--- src/rtl/vga_sync_gen.sv ---
// Raster timing source: divided pixel tick, pix_x/pix_y counters, hsync/vsync/video_on.
// Latency: sync/video_on registered from next counter values, aligned with pix_x/pix_y.
// Backpressure: none; free-running generator, consumers sample on p_tick.
//
// Ports:
//   clk, reset   system clock, asynchronous active-high reset
//   hsync/vsync  active-low sync pulses
//   video_on     1 while (pix_x,pix_y) is inside the visible area
//   p_tick       one-clk pulse per pixel advance
//   pix_x/pix_y  current column/row
//   frame_tick   one-clk pulse after the (H_TOTAL-1,V_TOTAL-1)->(0,0) wrap;
//                only generated when VGA_FRAME_TICK_EN is defined, else tied 0.
module vga_sync_gen #(
    parameter int H_DISPLAY = 640,
    parameter int H_FRONT   = 16,
    parameter int H_SYNC    = 96,
    parameter int H_BACK    = 48,
    parameter int V_DISPLAY = 480,
    parameter int V_FRONT   = 10,
    parameter int V_SYNC    = 2,
    parameter int V_BACK    = 33,
    parameter int CLK_DIV   = 4
) (
    input  logic       clk,
    input  logic       reset,
    output logic       hsync,
    output logic       vsync,
    output logic       video_on,
    output logic       p_tick,
    output logic [9:0] pix_x,
    output logic [9:0] pix_y,
    output logic       frame_tick
);

    localparam int H_TOTAL = H_DISPLAY + H_FRONT + H_SYNC + H_BACK;
    localparam int V_TOTAL = V_DISPLAY + V_FRONT + V_SYNC + V_BACK;
    // A 1-bit divider is kept even for CLK_DIV=1 so the vector is never zero-width.
    localparam int DIV_W   = (CLK_DIV > 1) ? $clog2(CLK_DIV) : 1;

    localparam logic [DIV_W-1:0] DIV_MAX = DIV_W'(CLK_DIV - 1);
    localparam logic [9:0] H_MAX    = 10'(H_TOTAL - 1);
    localparam logic [9:0] V_MAX    = 10'(V_TOTAL - 1);
    localparam logic [9:0] H_VIS    = 10'(H_DISPLAY);
    localparam logic [9:0] V_VIS    = 10'(V_DISPLAY);
    localparam logic [9:0] HS_START = 10'(H_DISPLAY + H_FRONT);
    localparam logic [9:0] HS_END   = 10'(H_DISPLAY + H_FRONT + H_SYNC - 1);
    localparam logic [9:0] VS_START = 10'(V_DISPLAY + V_FRONT);
    localparam logic [9:0] VS_END   = 10'(V_DISPLAY + V_FRONT + V_SYNC - 1);

    logic [DIV_W-1:0] div;
    logic [DIV_W-1:0] div_nxt;
    logic             tick_nxt;
    logic [9:0]       x_nxt;
    logic [9:0]       y_nxt;

    always_comb begin
        div_nxt  = (div == DIV_MAX) ? '0 : div + 1'b1;
        // p_tick is registered, so it is raised on the edge that lands div on its last count.
        tick_nxt = (div_nxt == DIV_MAX);

        x_nxt = pix_x;
        y_nxt = pix_y;
        if (p_tick) begin
            if (pix_x == H_MAX) begin
                x_nxt = '0;
                // Line and frame wrap happen together: no (0,V_TOTAL) state exists.
                y_nxt = (pix_y == V_MAX) ? '0 : pix_y + 10'd1;
            end else begin
                x_nxt = pix_x + 10'd1;
            end
        end
    end

    // Sync and blanking are computed from the next counters so they change on the
    // same edge as pix_x/pix_y and renderers see zero skew between them.
    always_ff @(posedge clk or posedge reset) begin
        if (reset) begin
            div      <= '0;
            p_tick   <= 1'b0;
            pix_x    <= '0;
            pix_y    <= '0;
            hsync    <= 1'b1;
            vsync    <= 1'b1;
            video_on <= 1'b0;
        end else begin
            div      <= div_nxt;
            p_tick   <= tick_nxt;
            pix_x    <= x_nxt;
            pix_y    <= y_nxt;
            hsync    <= !((x_nxt >= HS_START) && (x_nxt <= HS_END));
            vsync    <= !((y_nxt >= VS_START) && (y_nxt <= VS_END));
            video_on <= (x_nxt < H_VIS) && (y_nxt < V_VIS);
        end
    end

`ifdef VGA_FRAME_TICK_EN
    logic frame_wrap;

    assign frame_wrap = p_tick && (pix_x == H_MAX) && (pix_y == V_MAX);

    // Set on the wrap edge itself, so it is high during the first (0,0) cycle.
    always_ff @(posedge clk or posedge reset) begin
        if (reset) begin
            frame_tick <= 1'b0;
        end else begin
            frame_tick <= frame_wrap;
        end
    end
`else
    assign frame_tick = 1'b0;
`endif

endmodule

--- config.mk ---
export PLATFORM = sky130hd
export DESIGN_NAME = vga_sync_gen
export DESIGN_NICKNAME = d
export VERILOG_FILES = /design/src/rtl/vga_sync_gen.sv
export SDC_FILE = /design/constraint.sdc
export NUM_CORES = 1
export LEC_CHECK = 0
export BUFFER_PORTS_ARGS = -buffer_cell sky130_fd_sc_hd__buf_2
export CORE_MARGIN = 2
export CORE_UTILIZATION = 30
export CTS_CLUSTER_SIZE = 30
export DETAILED_ROUTE_END_ITERATION = 8
export GPL_ROUTABILITY_DRIVEN = 0
export REMOVE_ABC_BUFFERS = 1
export SLEW_MARGIN = 20
export SYNTH_ARGS = -nofsm -noshare
export SYNTH_HDL_FRONTEND = slang
export SYNTH_SLANG_ARGS = --single-unit
--- constraint.sdc ---
create_clock -name clk -period 2.6 [get_ports clk]
set_input_delay 0.52 -clock clk [delete_from_list [all_inputs] [get_ports clk]]
set_output_delay 0.52 -clock clk [all_outputs]
set_load 0.005 [all_outputs]
After elaboration in Yosys (flattened, before gate mapping)

Index checks and enable logic that the tools add are counted.

Flip-flop bits (word level): 26
Input port bits: 2
Output and inout bits: 25
Logic and storage cells: 31

Add/subtract/negate cells: 3
$lt $le $gt $ge: 6
Equal/unequal tests: 4
Multiplexer cells: 6
Reduce and logical (&&, ||, !) cells: 5

Operator list:

| cell                                                 | number |
|---|---|
| two-way mux 10 bit                                   | 5 |
| adder 10 x 1 -> 10 bit, second input constant        | 2 |
| == test 10 bit, second input constant                | 2 |
| >= comparator 10 bit, second input constant          | 1 |
| >= comparator 10 x 9 -> 1 bit, second input constant | 1 |
| <= comparator 10 bit, second input constant          | 1 |
| <= comparator 10 x 9 -> 1 bit, second input constant | 1 |
| < comparator 10 bit, second input constant           | 1 |
| < comparator 10 x 9 -> 1 bit, second input constant  | 1 |
| == test 2 bit, second input constant                 | 2 |
| logical AND 1 bit                                    | 3 |
| adder 2 x 1 -> 2 bit, second input constant          | 1 |
| zero test 1 bit                                      | 2 |
| two-way mux 2 bit                                    | 1 |

Longest topological paths before layout

Depth after elaboration: 7
Depth in mapped cells: 7
Mapped depth without buffers: 7

Least setup slack after synthesis

OpenSTA, ideal clock, no wires.

Path kind: flip-flop to flip-flop
From: register pix_x[0]
To: register vsync
Arrival: 1.942 ns
Required time: 2.508 ns
Setup slack: 0.566 ns
Stages on the path, launching flop included: 7
Clock period less this slack: 2.034 ns
Path through: dfrtp_1 > ha_1 > nor4b_4 > nand3_2 > or4_4 > a221oi_2 > nand4b_1

Cells in the longest elaborated chain, start to end: 6

Ends and longest elaborated chain:

| item                                                                                  | RTL line | RTL |
|---|---|---|
| start, declared                                                                       | 30       | `output logic [9:0] pix_x,` |
| start signal, assigned                                                                | 88       | `pix_x <= x_nxt;` |
| == test 10 bit (*)                                                                    | 64       | `if (pix_x == H_MAX) begin` |
| two-way mux 10 bit (*)                                                                | 64       |  |
| two-way mux 10 bit (*)                                                                | 63       | `if (p_tick) begin` |
| >= comparator 10 x 9 -> 1 bit / <= comparator 10 x 9 -> 1 bit (equally long branches) | 91       | `vsync <= !((y_nxt >= VS_START) && (y_nxt <= VS_END));` |
| logical AND 1 bit (*)                                                                 | 91       |  |
| zero test 1 bit (*)                                                                   | 91       |  |
| end signal, assigned                                                                  | 91       |  |
| end, declared                                                                         | 27       | `output logic vsync,` |

Mark *: on every way between the ends. The rest lies on a longest branch, timed or not.

Worst setup path after layout

Same ends and word-level chain as after synthesis.

==> key figures <==
Yosys
  – Flop and latch count out of synthesis: 26
  – Yosys warns: 0
  – Sequential area share after synthesis: 0.4559
  – Post-Syn Instances: 150
  – Synthesized area: 1433 µm²
  – Library cells used by synthesis: 44
  – Ys async rst share: 1.000
  – Mapped Avg Cell Area: 9.551 µm²
  – Post-synth EDFFs: 0
  – Top_reg_cell synth: dfrtp_1

Placement
  – Buffers on Ports: 25
  – Area post-placement: ~1600 µm²
  – HPWL Detailed: between 2 and 2.5 mm

Routing
  – First-pass DRT Iterations: 4
  – DRC viols: 0
  – ANT nets after route: 0
  – Routed vias: 1234
  – Drt wl/cell: 14.01 µm
  – Drt total wl: 3.250 mm
  – DRT iter0 DRCs: between 100 and 150
  – Vias/cell: 5.319

Global routing
  – Remaining Overflow, GRT: 0
  – Initial antenna violation count: 0
  – All-layer global routing usage: 0.1315
  – Vias in the first global route: ~1.1k
  – First-pass GRT wire length: 5.554 mm
  – Largest net degree at the start of global routing: 27

Critical path
  – RR Startpoint: pix_x[0]$_DFF_PP0_
  – Worst reg2reg path depth: 6
  – Setup Crit Path Kind: register to register
  – Arr. time, crit path: 2.34 ns
  – Worst r2r dst: vsync$_DFF_PP1_
  – Critical Path RT: approximately 2.8 ns
  – R2r setup slk: 0.45 ns
  – Critical path fanouts, max: 5
  – Setup crit end kind: register
  – Worst setup SP type: register

Hold path
  – Worst Hold Class: primary input to asynchronous set/reset pin

CTS
  – Clock Sinks: 26
  – Clock Latency Late Sink: 0.27 ns
  – Deepest clock path buffer count: 2
  – CTS tree: yes
  – Post-CTS setup buffers: 0
  – Hold Buf Count CTS: 0
  – Root Driver: clkbuf_8
  – TritonCTS Buffers: 3
  – H-tree levels: 1
  – Worst-path clk slew: about 0.09 ns
  – Post-CTS Resized: 0

Power and ir drop
  – Sw frac: 0.1996
  – Peak supply drop: 295.8 µV
  – Leak pwr: around 0.75 nW
  – Power per cell area: 401.8 nW/µm²
  – Sequential power share: 0.598
  – Power Internal: about 0.54 mW
  – Combinational Power Share: 0.015
  – Clock Power Share: 0.387
  – Switch Pwr: 0.1349 mW

Finish
  – Area added between synthesis and finish: 17.47%
  – Nets@finish: 186
  – Most common cell after layout, fill and taps aside: buf_2
  – Commonest cells after routing, fill and taps aside: buf_2 (25), dfrtp_1 (24), nand2_1 (16), o21ai_0 (13)
  – Filler cell count: 463
  – Post-route cell area: 1683 µm²
  – Ratio of cells with drive above 1 in the final layout: 0.2247
  – Final Core Density: 0.3611
  – Diode count: 0

Outcome
  – Status: completed

Timing
  – Final worst-path cycle share: 0.8254
  – Max Clock Skew: 0.002907 ns
  – Final setup violation count: 0
  – Worst hold slack: 0.2920 ns
  – Final Hold Fails: 0
  – Setup TNS: 0 ns
  – Final Critical Period: 2.146 ns
  – Fmax: 466.0 MHz
  – Slew Limit Fails: 0
  – RSZ-0062 raised after global routing: false

Die
  – Core footprint: 4661 µm²
  – Initial core utilization: 0.3074
  – # rows: 25
  – I/O pin cnt: 27
  – Total Die Area: 5344 µm²
  – Die H: 73.11 µm
  – Die width: around 73 µm

Flow run
  – Max_cap viols: 0
## cell type report
class | count | area (µm²) | area share
clock buffer | 4 | 55.05 | 0.03271
inverter | 9 | 33.78 | 0.02007
multi-input combinational | 111 | 725.7 | 0.4312
sequential | 26 | 653.1 | 0.3881
tap | 54 | 67.56 | 0.04015
timing repair buffer | 28 | 147.6 | 0.08773
## kinds of logic after synthesis
group / after synthesis / synth area share
AND/OR/NAND/NOR: 69 / 0.2847
AO/OA/AOI/OAI: 28 / 0.1249
flip-flops: 26 / 0.4559
buffers and inverters: 13 / 0.03755
XOR/XNOR: 7 / 0.04280
adder cells (fa/ha/maj): 5 / 0.04367
other: 1 / 0.002618
multiplexers: 1 / 0.007860
## power by group through the flow
stage	registers (mW)	logic [mW]	clock network, mW
2_1_floorplan	0.412	0.00629	0
3_3_place_gp	0.412	0.0110	0
3_5_place_dp	0.412	0.0113	0
4_1_cts	0.404	0.0111	0.275
5_1_grt	0.404	0.0123	0.289
6_report	0.404	0.0100	0.262
## stage by stage
stage / cells / power, mW / setup slack (ns)
CTS: 232 / 0.6905 / 0.4450
global placement: 228 / 0.4231 / 0.5509
detailed placement: 228 / 0.4233 / 0.4570
global route: 232 / 0.7057 / 0.2891
floorplan: 146 / 0.4184 / 0.4481
finish: 232 / 0.6761 / 0.4538
## registers in the layout (all words and copies together) (netlist names)
name	count
hsync	1
video_on	1
vsync	1
div	2
p_tick	1
pix_y	10
pix_x	10
## worst max-delay path, stage by stage (launching register included)
cell and delay, ns:
dfrtp_1 0.41, ha_1 0.27, nor4b_4 0.33, nand3_2 0.13, or4_4 0.53, a221oi_2 0.28, nand4b_1 0.12
## synthesized netlist by cell type, drive strengths merged (2+ instances only)
| cell | n | area share |
|---|---|---|
| and2 | 2 | 0.0087 |
| dfstp | 2 | 0.037 |
| a211o | 2 | 0.012 |
| nor2 | 9 | 0.024 |
| dfrtp | 24 | 0.42 |
| nand2 | 16 | 0.042 |
| a21oi | 4 | 0.014 |
| nand3 | 9 | 0.035 |
| o21ai | 13 | 0.045 |
| nor4 | 3 | 0.013 |
| xor2 | 3 | 0.018 |
| inv | 9 | 0.024 |
| or3 | 5 | 0.022 |
| nor4bb | 2 | 0.014 |
| nor3b | 2 | 0.010 |
| xnor2 | 4 | 0.024 |
| ha | 5 | 0.044 |
| buf | 2 | 0.0087 |
| nor3 | 5 | 0.017 |
| clkbuf | 2 | 0.0052 |
| or4 | 2 | 0.013 |
| nand4 | 5 | 0.022 |
| nand3b | 2 | 0.010 |
## worst max path at each step
stage / from / to / slack (ns) / cells past startpoint
global placement: pix_x[0]$_DFF_PP0_ / vsync$_DFF_PP1_ / 0.55 / 6
detailed placement: pix_x[0]$_DFF_PP0_ / vsync$_DFF_PP1_ / 0.46 / 6
CTS: pix_x[0]$_DFF_PP0_ / vsync$_DFF_PP1_ / 0.45 / 6
floorplan: pix_x[0]$_DFF_PP0_ / vsync$_DFF_PP1_ / 0.45 / 6
finish: pix_x[0]$_DFF_PP0_ / vsync$_DFF_PP1_ / 0.45 / 6
global route: pix_x[0]$_DFF_PP0_ / vsync$_DFF_PP1_ / 0.29 / 6
## layer usage
| layer | routed length, µm | share of wire | GRT usage | up-vias |
|---|---|---|---|---|
| met5 | 0 | 0 | 0 | - |
| met4 | 25 | 0.0077 | 0.02469 | 0 |
| met2 | 1408 | 0.43 | 0.1972 | 36 |
| met1 | 1605 | 0.49 | 0.1872 | 594 |
| met3 | 211 | 0.065 | 0.04144 | 4 |
| li1 | - | - | - | 600 |
Note: power is estimated with default switching activity, not from simulation.
